**src/rtl/multicycle_control.sv**
```systemverilog
`default_nettype none
// ---------------------------------------------------------------------------
// multicycle_control: main control FSM that sequences the multicycle datapath.
// Revision 1.0
// ---------------------------------------------------------------------------
module multicycle_control (
  input  logic        clk,
  input  logic        rst_n,
  input  logic [5:0]  opcode,
  input  logic [5:0]  funct,
  input  logic        zero,
  output logic [3:0]  alu_op,
  output logic        alu_src_a,
  output logic [1:0]  alu_src_b,
  output logic [1:0]  pc_source,
  output logic        pc_en,
  output logic        ir_write,
  output logic        mem_read,
  output logic        mem_write,
  output logic        reg_write,
  output logic        i_or_d,
  output logic        mem_to_reg,
  output logic        reg_dst,
  output logic        illegal,
  output logic [31:0] retired
);

  localparam logic [5:0] c_OP_R    = 6'b000000;
  localparam logic [5:0] c_OP_LW   = 6'b100011;
  localparam logic [5:0] c_OP_SW   = 6'b101011;
  localparam logic [5:0] c_OP_BEQ  = 6'b000100;
  localparam logic [5:0] c_OP_BNE  = 6'b000101;
  localparam logic [5:0] c_OP_J    = 6'b000010;
  localparam logic [5:0] c_OP_ADDI = 6'b001000;

  localparam logic [5:0] c_FN_ADD = 6'b100000;
  localparam logic [5:0] c_FN_SUB = 6'b100010;
  localparam logic [5:0] c_FN_AND = 6'b100100;
  localparam logic [5:0] c_FN_OR  = 6'b100101;
  localparam logic [5:0] c_FN_SLT = 6'b101010;
  localparam logic [5:0] c_FN_NOR = 6'b100111;

  localparam logic [3:0] c_ALU_AND = 4'b0000;
  localparam logic [3:0] c_ALU_OR  = 4'b0001;
  localparam logic [3:0] c_ALU_ADD = 4'b0010;
  localparam logic [3:0] c_ALU_SUB = 4'b0110;
  localparam logic [3:0] c_ALU_SLT = 4'b0111;
  localparam logic [3:0] c_ALU_NOR = 4'b1100;

  typedef enum logic [3:0] {
    S_FETCH     = 4'd0,
    S_DECODE    = 4'd1,
    S_MEM_ADDR  = 4'd2,
    S_MEM_READ  = 4'd3,
    S_MEM_WB    = 4'd4,
    S_MEM_WRITE = 4'd5,
    S_EXECUTE   = 4'd6,
    S_R_WB      = 4'd7,
    S_BRANCH    = 4'd8,
    S_JUMP      = 4'd9,
    S_ADDI_EX   = 4'd10,
    S_ADDI_WB   = 4'd11
  } state_t;

  state_t      r_state;
  state_t      w_next;
  logic [31:0] r_retired;
  logic [3:0]  r_alu_funct;
  logic        r_is_bne;
  logic        r_is_sw;

  logic        w_funct_ok;
  logic [3:0]  w_funct_op;
  logic        w_retire;
  logic [3:0]  w_alu_op;
  logic        w_src_a;
  logic [1:0]  w_src_b;
  logic [1:0]  w_pc_source;
  logic        w_pc_en;
  logic        w_ir_write;
  logic        w_mem_read;
  logic        w_mem_write;
  logic        w_reg_write;
  logic        w_i_or_d;
  logic        w_mem_to_reg;
  logic        w_reg_dst;
  logic        w_illegal;

  always_comb begin
    w_funct_ok = 1'b1;
    w_funct_op = c_ALU_ADD;
    case (funct)
      c_FN_ADD: w_funct_op = c_ALU_ADD;
      c_FN_SUB: w_funct_op = c_ALU_SUB;
      c_FN_AND: w_funct_op = c_ALU_AND;
      c_FN_OR:  w_funct_op = c_ALU_OR;
      c_FN_SLT: w_funct_op = c_ALU_SLT;
      c_FN_NOR: w_funct_op = c_ALU_NOR;
      default:  w_funct_ok = 1'b0;
    endcase
  end

  always_comb begin
    w_next       = S_FETCH;
    w_retire     = 1'b0;
    w_alu_op     = c_ALU_ADD;
    w_src_a      = 1'b0;
    w_src_b      = 2'b00;
    w_pc_source  = 2'b00;
    w_pc_en      = 1'b0;
    w_ir_write   = 1'b0;
    w_mem_read   = 1'b0;
    w_mem_write  = 1'b0;
    w_reg_write  = 1'b0;
    w_i_or_d     = 1'b0;
    w_mem_to_reg = 1'b0;
    w_reg_dst    = 1'b0;
    w_illegal    = 1'b0;
    case (r_state)
      S_FETCH: begin
        w_mem_read = 1'b1;
        w_ir_write = 1'b1;
        w_src_b    = 2'b01;
        w_pc_en    = 1'b1;
        w_next     = S_DECODE;
      end
      S_DECODE: begin
        w_src_b = 2'b11;
        case (opcode)
          c_OP_LW, c_OP_SW:   w_next = S_MEM_ADDR;
          c_OP_R: begin
            if (w_funct_ok) w_next = S_EXECUTE;
            else            w_illegal = 1'b1;
          end
          c_OP_BEQ, c_OP_BNE: w_next = S_BRANCH;
          c_OP_J:             w_next = S_JUMP;
          c_OP_ADDI:          w_next = S_ADDI_EX;
          default:            w_illegal = 1'b1;
        endcase
      end
      S_MEM_ADDR: begin
        w_src_a = 1'b1;
        w_src_b = 2'b10;
        w_next  = r_is_sw ? S_MEM_WRITE : S_MEM_READ;
      end
      S_MEM_READ: begin
        w_mem_read = 1'b1;
        w_i_or_d   = 1'b1;
        w_next     = S_MEM_WB;
      end
      S_MEM_WB: begin
        w_reg_write  = 1'b1;
        w_mem_to_reg = 1'b1;
        w_retire     = 1'b1;
      end
      S_MEM_WRITE: begin
        w_mem_write = 1'b1;
        w_i_or_d    = 1'b1;
        w_retire    = 1'b1;
      end
      S_EXECUTE: begin
        w_src_a  = 1'b1;
        w_alu_op = r_alu_funct;
        w_next   = S_R_WB;
      end
      S_R_WB: begin
        w_reg_write = 1'b1;
        w_reg_dst   = 1'b1;
        w_retire    = 1'b1;
      end
      S_BRANCH: begin
        // zero is live this cycle; bne simply inverts the taken condition
        w_src_a     = 1'b1;
        w_alu_op    = c_ALU_SUB;
        w_pc_source = 2'b01;
        w_pc_en     = zero ^ r_is_bne;
        w_retire    = 1'b1;
      end
      S_JUMP: begin
        w_pc_source = 2'b10;
        w_pc_en     = 1'b1;
        w_retire    = 1'b1;
      end
      S_ADDI_EX: begin
        w_src_a = 1'b1;
        w_src_b = 2'b10;
        w_next  = S_ADDI_WB;
      end
      S_ADDI_WB: begin
        w_reg_write = 1'b1;
        w_retire    = 1'b1;
      end
      default: w_next = S_FETCH;
    endcase
  end

  always_ff @(posedge clk) begin
    if (!rst_n) begin
      r_state     <= S_FETCH;
      r_retired   <= 32'd0;
      r_alu_funct <= c_ALU_ADD;
      r_is_bne    <= 1'b0;
      r_is_sw     <= 1'b0;
    end else begin
      r_state <= w_next;
      if (w_retire) r_retired <= r_retired + 32'd1;
      if (r_state == S_DECODE) begin
        r_is_bne <= (opcode == c_OP_BNE);
        r_is_sw  <= (opcode == c_OP_SW);
        if (opcode == c_OP_R && w_funct_ok) r_alu_funct <= w_funct_op;
      end
    end
  end

  // Strobes are held low combinationally for the whole time reset is asserted.
  assign pc_en      = w_pc_en     & rst_n;
  assign ir_write   = w_ir_write  & rst_n;
  assign mem_read   = w_mem_read  & rst_n;
  assign mem_write  = w_mem_write & rst_n;
  assign reg_write  = w_reg_write & rst_n;
  assign illegal    = w_illegal   & rst_n;
  assign alu_op     = w_alu_op;
  assign alu_src_a  = w_src_a;
  assign alu_src_b  = w_src_b;
  assign pc_source  = w_pc_source;
  assign i_or_d     = w_i_or_d;
  assign mem_to_reg = w_mem_to_reg;
  assign reg_dst    = w_reg_dst;
  assign retired    = r_retired;

endmodule
`default_nettype wire

```
**config.mk**
```make
export PLATFORM = sky130hd
export DESIGN_NAME = multicycle_control
export DESIGN_NICKNAME = d
export VERILOG_FILES = /design/src/rtl/multicycle_control.sv
export SDC_FILE = /design/constraint.sdc
export NUM_CORES = 1
export LEC_CHECK = 0
export BUFFER_PORTS_ARGS = -buffer_cell sky130_fd_sc_hd__buf_2
export CORE_ASPECT_RATIO = 0.5
export CORE_UTILIZATION = 50
export CTS_CLUSTER_SIZE = 10
export DETAILED_ROUTE_END_ITERATION = 10
export HOLD_SLACK_MARGIN = 0.03
export PLACE_DENSITY = 0.77
export SLEW_MARGIN = 40
export SYNTH_ARGS = -nofsm -noshare
export SYNTH_HDL_FRONTEND = slang
export SYNTH_SLANG_ARGS = --single-unit
```
**constraint.sdc**
```tcl
create_clock -name clk -period 2.5 [get_ports clk]
set_clock_uncertainty 0.15 [all_clocks]
set_input_delay 0.25 -clock clk [delete_from_list [all_inputs] [get_ports clk]]
set_output_delay 0.25 -clock clk [all_outputs]
set_load 0.1 [all_outputs]
```
==> results of run 1 <==
cell type report:
class / instances / area [sq um]
clock buffers: 5 / 68.8
clock inverters: 3 / 23.8
fillers: 359 / 1160
inverters: 4 / 15.0
multi-input cells: 229 / 1440
flip-flops and latches: 42 / 860
well taps: 54 / 67.6
repair buffers: 76 / 485
power by group through the flow:
stage	Sequential, uW	Clock, uW	Combinational, uW
global placement	690	0	155
CTS	675	472	160
detailed placement	691	0	158
finish	675	464	161
global route	676	495	169
floorplan	689	0	108
Yosys cell counts (all sizes together), types with 2 or more instances:
cell / instances / area share, %
a2111oi: 2 / 0.77
a21oi: 21 / 4.6
a31oi: 2 / 0.55
and2: 4 / 1.1
and3: 5 / 1.4
and4: 3 / 1.2
buf: 2 / 0.33
clkbuf: 11 / 1.8
dfxtp: 42 / 37
inv: 4 / 0.66
mux2i: 3 / 1.3
nand2: 29 / 4.8
nand2b: 7 / 1.9
nand3: 14 / 3.1
nand3b: 2 / 0.66
nand4: 10 / 2.8
nor2: 38 / 6.3
nor2b: 3 / 0.83
nor3: 14 / 3.8
nor4b: 2 / 1.1
nor4bb: 2 / 0.88
o21a: 3 / 0.99
o21ai: 10 / 2.2
o31ai: 3 / 0.99
or3: 11 / 3.0
or4: 3 / 0.99
xnor2: 7 / 2.7
xor2: 16 / 6.2
worst reg2reg max path: cells and delay by family (launching register included):
family                    cells  cell delay, ns
AOI/OAI and AO/OA             1            0.15
xor gates and xnor gates      1            0.19
DFF                           1            0.52
and+or+nand+nor               3            1.19
registers in the layout, summed over array words and instances (netlist names):
register and cells:
retired 32, r_is_bne 1, r_state 4, r_is_sw 1, r_alu_funct 4
through the flow:
stage | area (sq um) | power [uW]
2_1_floorplan | 2360 | 797
3_3_place_gp | 2860 | 845
3_5_place_dp | 2860 | 849
4_1_cts | 2960 | 1310
5_1_grt | 2960 | 1340
6_report | 2960 | 1300
cells by family (layout without fill, tap and decap cells):
group / count (synthesis) / after routing / share of synthesized area (%)
muxes: 3 / 3 / 1.33
xor gates and xnor gates: 23 / 23 / 8.90
AOI/OAI and AO/OA: 49 / 49 / 13.2
adders and majority gates: 1 / 1 / 0.553
and+or+nand+nor: 153 / 153 / 36.0
DFF: 42 / 42 / 37.1
buffers and inverters: 17 / 88 / 2.82
repair_timing:
action	in CTS	in global routing
resized for setup	1	1
setup endpoints to repair	1	1
endpoints found under the hold margin	0	0
hold buffers	0	0
gates cloned	0	0
worst max path at each step:
stage	startpoint	to	slack, ns	cells after the start
3_3_place_gp	r_state[0]	retired[25]	0.32	6
4_1_cts	r_state[0]	pc_en	0.08	4
5_1_grt	r_state[1]	illegal	0.06	5
6_report	r_state[3]	pc_en	0.16	5
2_1_floorplan	r_state[3]	alu_op[2]	-0.63	4
3_5_place_dp	r_state[0]	retired[25]	0.24	6
routing by layer:
layer | vias up | global-route usage [%]
li1 | 1171 | -
met1 | 1077 | 30.4
met2 | 70 | 43.2
met3 | 12 | 5.25
met4 | 0 | 6.97
met5 | - | 0
==> metrics.md, run 1 <==
| Metric | Value |
|---|---|
| CP max stage cell | buf_2 |
| Reg-to-reg endpoint | retired[30] |
| Layout Cells excl Fill | roughly 410 |
| Pre-antenna DRT Iters | 4 |
| Relative slew slack | 57.1% |
| Post-layout min period | 2.34 ns |
| CTS tree | done |
| Setup violations, final | 0 |
| Commonest non-fill, non-tap cells in the layout | 59 x buf_2, 35 x nor2_1, 29 x nand2_1 |
| Fin. max-slew vios | 0 |
| Tightest Pin Transition | 0.635 ns |
| DRC violations left | 0 |
| CTS max path bufs | 2 |
| WHS Path Cells | 2 |
| Maximum VDD drop | 0.213 mV |
| Yosys cell types | 46 |
| Initial Utilization | 54.9% |
| Hold Violations, Final | 0 |
| Status | completed |
| Antenna Violating Nets Remaining | 0 |
| Routed wl met3 | between 200 and 300 um |
| Synth warnings | 0 |
| WS Path Type | flop to primary output |
| Setup TNS | 0 ns |
| Diodes inserted | 0 |
| Die width | 97.2 um |
| Commonest non-fill, non-tap cell in the layout | buf_2 |
| Hold_ws | approximately 0.06 ns |
| Vias in the first global route | 2,056 |
| Crit path max fanout | 13 |
| M1 WL | about 2600 um |
| Sequential Power Share | 52.0% |
| CORE AREA | a little over 4000 sq um |
| Reg2reg path depth | 5 |
| Cells after DPL | 405 |
| Area growth from synthesis to final layout | 30.7% |
| Flip-flop and latch count after synthesis | 42 |
| CP peak stage delay | about 0.42 ns |
| Global-route wire length before repair | about 9600 um |
| RR Startpoint | r_state[2] |
| FFs w/ async S/R, synth | 0% |
| Post-DP HPWL | 4180 um |
| IO buf count | 64 |
| Bufs and invs on worst path | 2 |
| DP Worst Slack | 0.236 ns |
| Post-synthesis cell area | 2260 sq um |
| H-tree depth | 2 |
| Layout cells sized above 1 | 32.9% |
| Pwr/cell area | between 400 and 500 nW/um^2 |
| Clock root cell | clkbuf_8 |
| Antenna violations before repair | 0 |
| Worst reg-to-reg setup slack | 0.24 ns |
| Worst path required time | 2.10 ns |
| CP arrival | 1.94 ns |
| Top layer reached by signal wires | met4 |
| Clk slew on worst S/H paths | about 0.080 ns |
| Worst skew pair latency | 0.30 ns |
| P_int | 916 uW |
| Syn nets | a little over 300 |
| Seq/Total Area, Yosys | 37.1% |
| Hold Crit Start | rst_n |
| Cell family with most CP delay | buffers and inverters |
| F_max | 428 MHz |
| Remaining Overflow, GRT | 0 |
| Starting DRT DRC Count | ~120 |
| Mean post-synth cell area | 7.86 sq um |
| RSZ-0062 raised after global routing | no |
| Die Height | approximately 50 um |
| Vias/cell | 5.64 |
| Period Utilization, post-route | 93.5% |
| Std cell rows | 16 |
| Total CTS buffers | 5 |
| CTS sink cnt | 42 |
| Comb power frac | between 10% and 20% |
| Ys flop type | dfxtp_1 |
| Largest net degree at the start of global routing | 38 |
| Setup crit end kind | primary output |
| RD Place Congestion | approximately 0.86 |
| Final WS setup | 0.162 ns |
| Pleak | 0.00117 uW |
| Crit path cell chain | buf_4 -> nand2_1 -> a2111oi_0 -> or2_2 -> buf_2 |
| Switching Share | 29.5% |
| Wire length per cell | 13.9 um |
| Nets | 374 |
| Num ports | 65 |
| DR vias | around 2,300 |
| GRT Overall Usage | 24.5% |
| Utilization after layout | a little under three quarters |
| Die area | 4820 sq um |
| Met2 routed WL | between 2000 and 3000 um |
| Clock power share | between 30% and 40% |
| Post-Synthesis Cells | 288 |
| CP Launch Type | flop |
| WHS Endpoint | r_alu_funct[1] |
| EDFF count, synth | 0 |
| Max-Cap Viols | 0 |
| Worst hold path type | primary input to flop |
| Setup Buffers After CTS | 0 |
| Switching power | roughly 380 uW |
| Final WL | 5760 um |
(Power assumes the default switching activity.)
==> inputs of run 2 (changes only) <==
--- a/config.mk
+++ b/config.mk
@@ -11,7 +11,7 @@
 export CTS_CLUSTER_SIZE = 10
 export DETAILED_ROUTE_END_ITERATION = 10
 export HOLD_SLACK_MARGIN = 0.03
-export PLACE_DENSITY = 0.77
+export PLACE_DENSITY = 0.84
 export SLEW_MARGIN = 40
 export SYNTH_ARGS = -nofsm -noshare
 export SYNTH_HDL_FRONTEND = slang
==> constraint.sdc (replaced) <==
create_clock -name clk -period 2.3 [get_ports clk]
set_clock_uncertainty 0.15 [all_clocks]
set_input_delay 0.23 -clock clk [delete_from_list [all_inputs] [get_ports clk]]
set_output_delay 0.23 -clock clk [all_outputs]
set_load 0.1 [all_outputs]
==> metrics.md, run 2 (synthesis gave the netlist of run 1 again) <==
| Metric | Value |
|---|---|
| Status | completed |
| Worst reg-to-reg setup slack | 0.25 ns (about the same) |
| Clock power share | 34.5% (-1.2 points) |
| H-tree depth | 2 (unchanged) |
| Comb power frac | 13.6% (+1.2 points) |
| DR vias | 2,390 (+2.6%) |
| IO buf count | 64 (unchanged) |
| Fin. max-slew vios | 0 (unchanged) |
| F_max | 459 MHz |
| WHS Endpoint | r_is_bne |
| Total CTS buffers | 5 (unchanged) |
| Commonest non-fill, non-tap cells in the layout | 56 x buf_2, 33 x nor2_1, 29 x dfxtp_2 |
| Initial Utilization | 54.9% (unchanged) |
| Sequential Power Share | 51.9% (about the same) |
| Antenna Violating Nets Remaining | 0 (unchanged) |
| RR Startpoint | retired[0] |
| Post-DP HPWL | 4440 um (+6.1%) |
| RSZ-0062 raised after global routing | no |
| Antenna violations before repair | 0 (unchanged) |
| CORE AREA | 4120 sq um (unchanged) |
| Cells after DPL | 410 (+1.2%) |
| Utilization after layout | 75.5% (+3.8 points) |
| Commonest non-fill, non-tap cell in the layout | buf_2 |
| Setup crit end kind | primary output |
| Layout cells sized above 1 | 38.6% (+5.8 points) |
| CP max stage cell | or3_1 |
| RD Place Congestion | 0.832 (-3.0%) |
| Cell family with most CP delay | buffers and inverters |
| Met1 Usage GRT | 29.8% (-0.58 points) |
| Worst skew pair latency | 0.30 ns (about the same) |
| Die area | 4820 sq um (unchanged) |
| Fillers | 308 (-14%) |
| Post-layout min period | 2.18 ns |
| Max-Cap Viols | 0 (unchanged) |
| Setup violations, final | 0 (unchanged) |
| Multi-input gate area in the final layout | 1500 sq um (+4.3%) |
| Vias/cell | 5.70 (+1.1%) |
| Pre-antenna DRT Iters | 5 (+1) |
| Clock root cell | clkbuf_8 |
| Tightest Pin Transition | 0.614 ns (-0.0211 ns) |
| Bufs and invs on worst path | 3 (+1) |
| Global-route wire length before repair | 9900 um (+3.5%) |
| GRT Overall Usage | 25.8% (+1.4 points) |
| Pleak | 0.00123 uW (+4.6%) |
| Reg-to-reg endpoint | retired[14] |
| Final WS setup | 0.119 ns (-0.0429 ns) |
| Flip-flop count of the largest register after layout | 32 (unchanged) |
| DP Worst Slack | 0.236 ns (-0.000584 ns) |
| CP arrival | 1.80 ns (-0.14 ns) |
| Std cell rows | 16 (unchanged) |
| Grt met2 use | 47.7% (+4.5 points) |
| GRT busiest layer | met2 |
| Wire length per cell | 13.9 um (-0.11%) |
| Final WL | 5830 um (+1.3%) |
| Nets | 380 (+1.6%) |
| CTS sink cnt | 42 (unchanged) |
| Largest net degree at the start of global routing | 35 (-7.9%) |
| Starting DRT DRC Count | 113 (-3.4%) |
| Worst path required time | 1.92 ns (-0.18 ns) |
| Area growth from synthesis to final layout | 37.6% |
| Die width | 97.2 um (unchanged) |
| Crit path cell chain | buf_4 -> inv_1 -> nand2_1 -> or3_1 -> buf_2 |
| DRC violations left | 0 (unchanged) |
| Hold Crit Start | opcode[0] |
| CP peak stage delay | 0.38 ns (-0.04 ns) |
| Period Utilization, post-route | 94.8% |
| WS Path Type | flop to primary output |
| Setup TNS | 0 ns (unchanged) |
| WHS Path Cells | 3 (+1) |
| Pwr/cell area | 453 nW/um^2 (+3.1%) |
| Worst hold path type | primary input to flop |
| Crit path max fanout | 10 (-3) |
| Setup Buffers After CTS | 0 (unchanged) |
| Diodes inserted | 0 (unchanged) |
| CTS tree | done |
| Hold Violations, Final | 0 (unchanged) |
| P_int | 1000 uW (+9.4%) |
| Die Height | 49.6 um (unchanged) |
| Reg2reg path depth | 7 (+2) |
| Maximum VDD drop | 0.251 mV (+18%) |
| Relative slew slack | 58.7% (+1.6 points) |
| Remaining Overflow, GRT | 0 (unchanged) |
| Switching Share | 29.0% (-0.53 points) |
| Met3 Use GR | 6.38% (+1.1 points) |
| Num ports | 65 (unchanged) |
| Clk slew on worst S/H paths | 0.08 ns (about the same) |
| CTS max path bufs | 2 (unchanged) |
| CP Launch Type | flop |
| Storage cell area | 877 sq um (+2.0%) |
| Switching power | 409 uW (+6.6%) |
| Layout Cells excl Fill | 419 (+1.5%) |
| Vias in the first global route | 2,182 (+6.1%) |
## run 2: cell count changes in the layout (fill, tap and decap cells not counted), sizes merged
cell and change:
inv -1, clkbuf +1, buf +4, clkinvlp -1, dlygate4sd3 +1, clkinv +2
## run 2: repair_timing
| item | CTS | global route |
|---|---|---|
| endpoints found under the hold margin | 1 | 0 |
| hold buffers | 1 | 0 |
| setup endpoints to repair | 1 | 3 |
| gates resized for setup | 1 | 3 |
## run 2: layer usage
metal  part of all wire, %  up-vias
li1                      -     1179
met1                    45     1127
met2                    49       73
met3                   5.6       11
met4                   1.2        0
met5                     0        -
## run 2: cell type report
| type | instances | share of cell area (%) |
|---|---|---|
| multi-input cells | 229 | 48.2 |
| flip-flops and latches | 42 | 28.2 |
| repair buffers | 82 | 18.2 |
| clock buffers | 5 | 2.21 |
| well taps | 54 | 2.17 |
| clock inverters | 3 | 0.683 |
| inverters | 4 | 0.482 |
## run 2: worst max-delay path by stage
stage                     slack [ns]       start  cells after the start          end
after detailed placement        0.24  r_state[0]                      6  retired[14]
final                           0.12  r_state[0]                      5    alu_op[1]
after global placement          0.33   opcode[0]                      6      illegal
after floorplan                 -0.1  r_state[0]                      3      reg_dst
after global routing            0.03  r_state[3]                      5        pc_en
after CTS                       0.02  r_state[0]                      5        pc_en
## run 2: tightest hold or removal path: cells and delay by family
family	cells	cell delay, ns
buffers and inverters	1	0.13
and+or+nand+nor	1	0.07
AOI/OAI and AO/OA	1	0.06
## run 2: per-stage QoR
stage | hold WS [ns] | power (uW) | area, sq um
after floorplan | 0.142 | 876 | 2460
after global placement | 0.288 | 932 | 3010
after detailed placement | 0.299 | 937 | 3010
after CTS | 0.0718 | 1420 | 3110
after global routing | 0.0788 | 1460 | 3120
final | 0.0814 | 1410 | 3120
## run 2: power groups by stage
stage	Clock (uW)	Combinational, uW	Sequential [uW]
global route	529	202	732
CTS	500	191	732
finish	487	192	732
detailed placement	0	188	749
global placement	0	184	748
floorplan	0	126	749
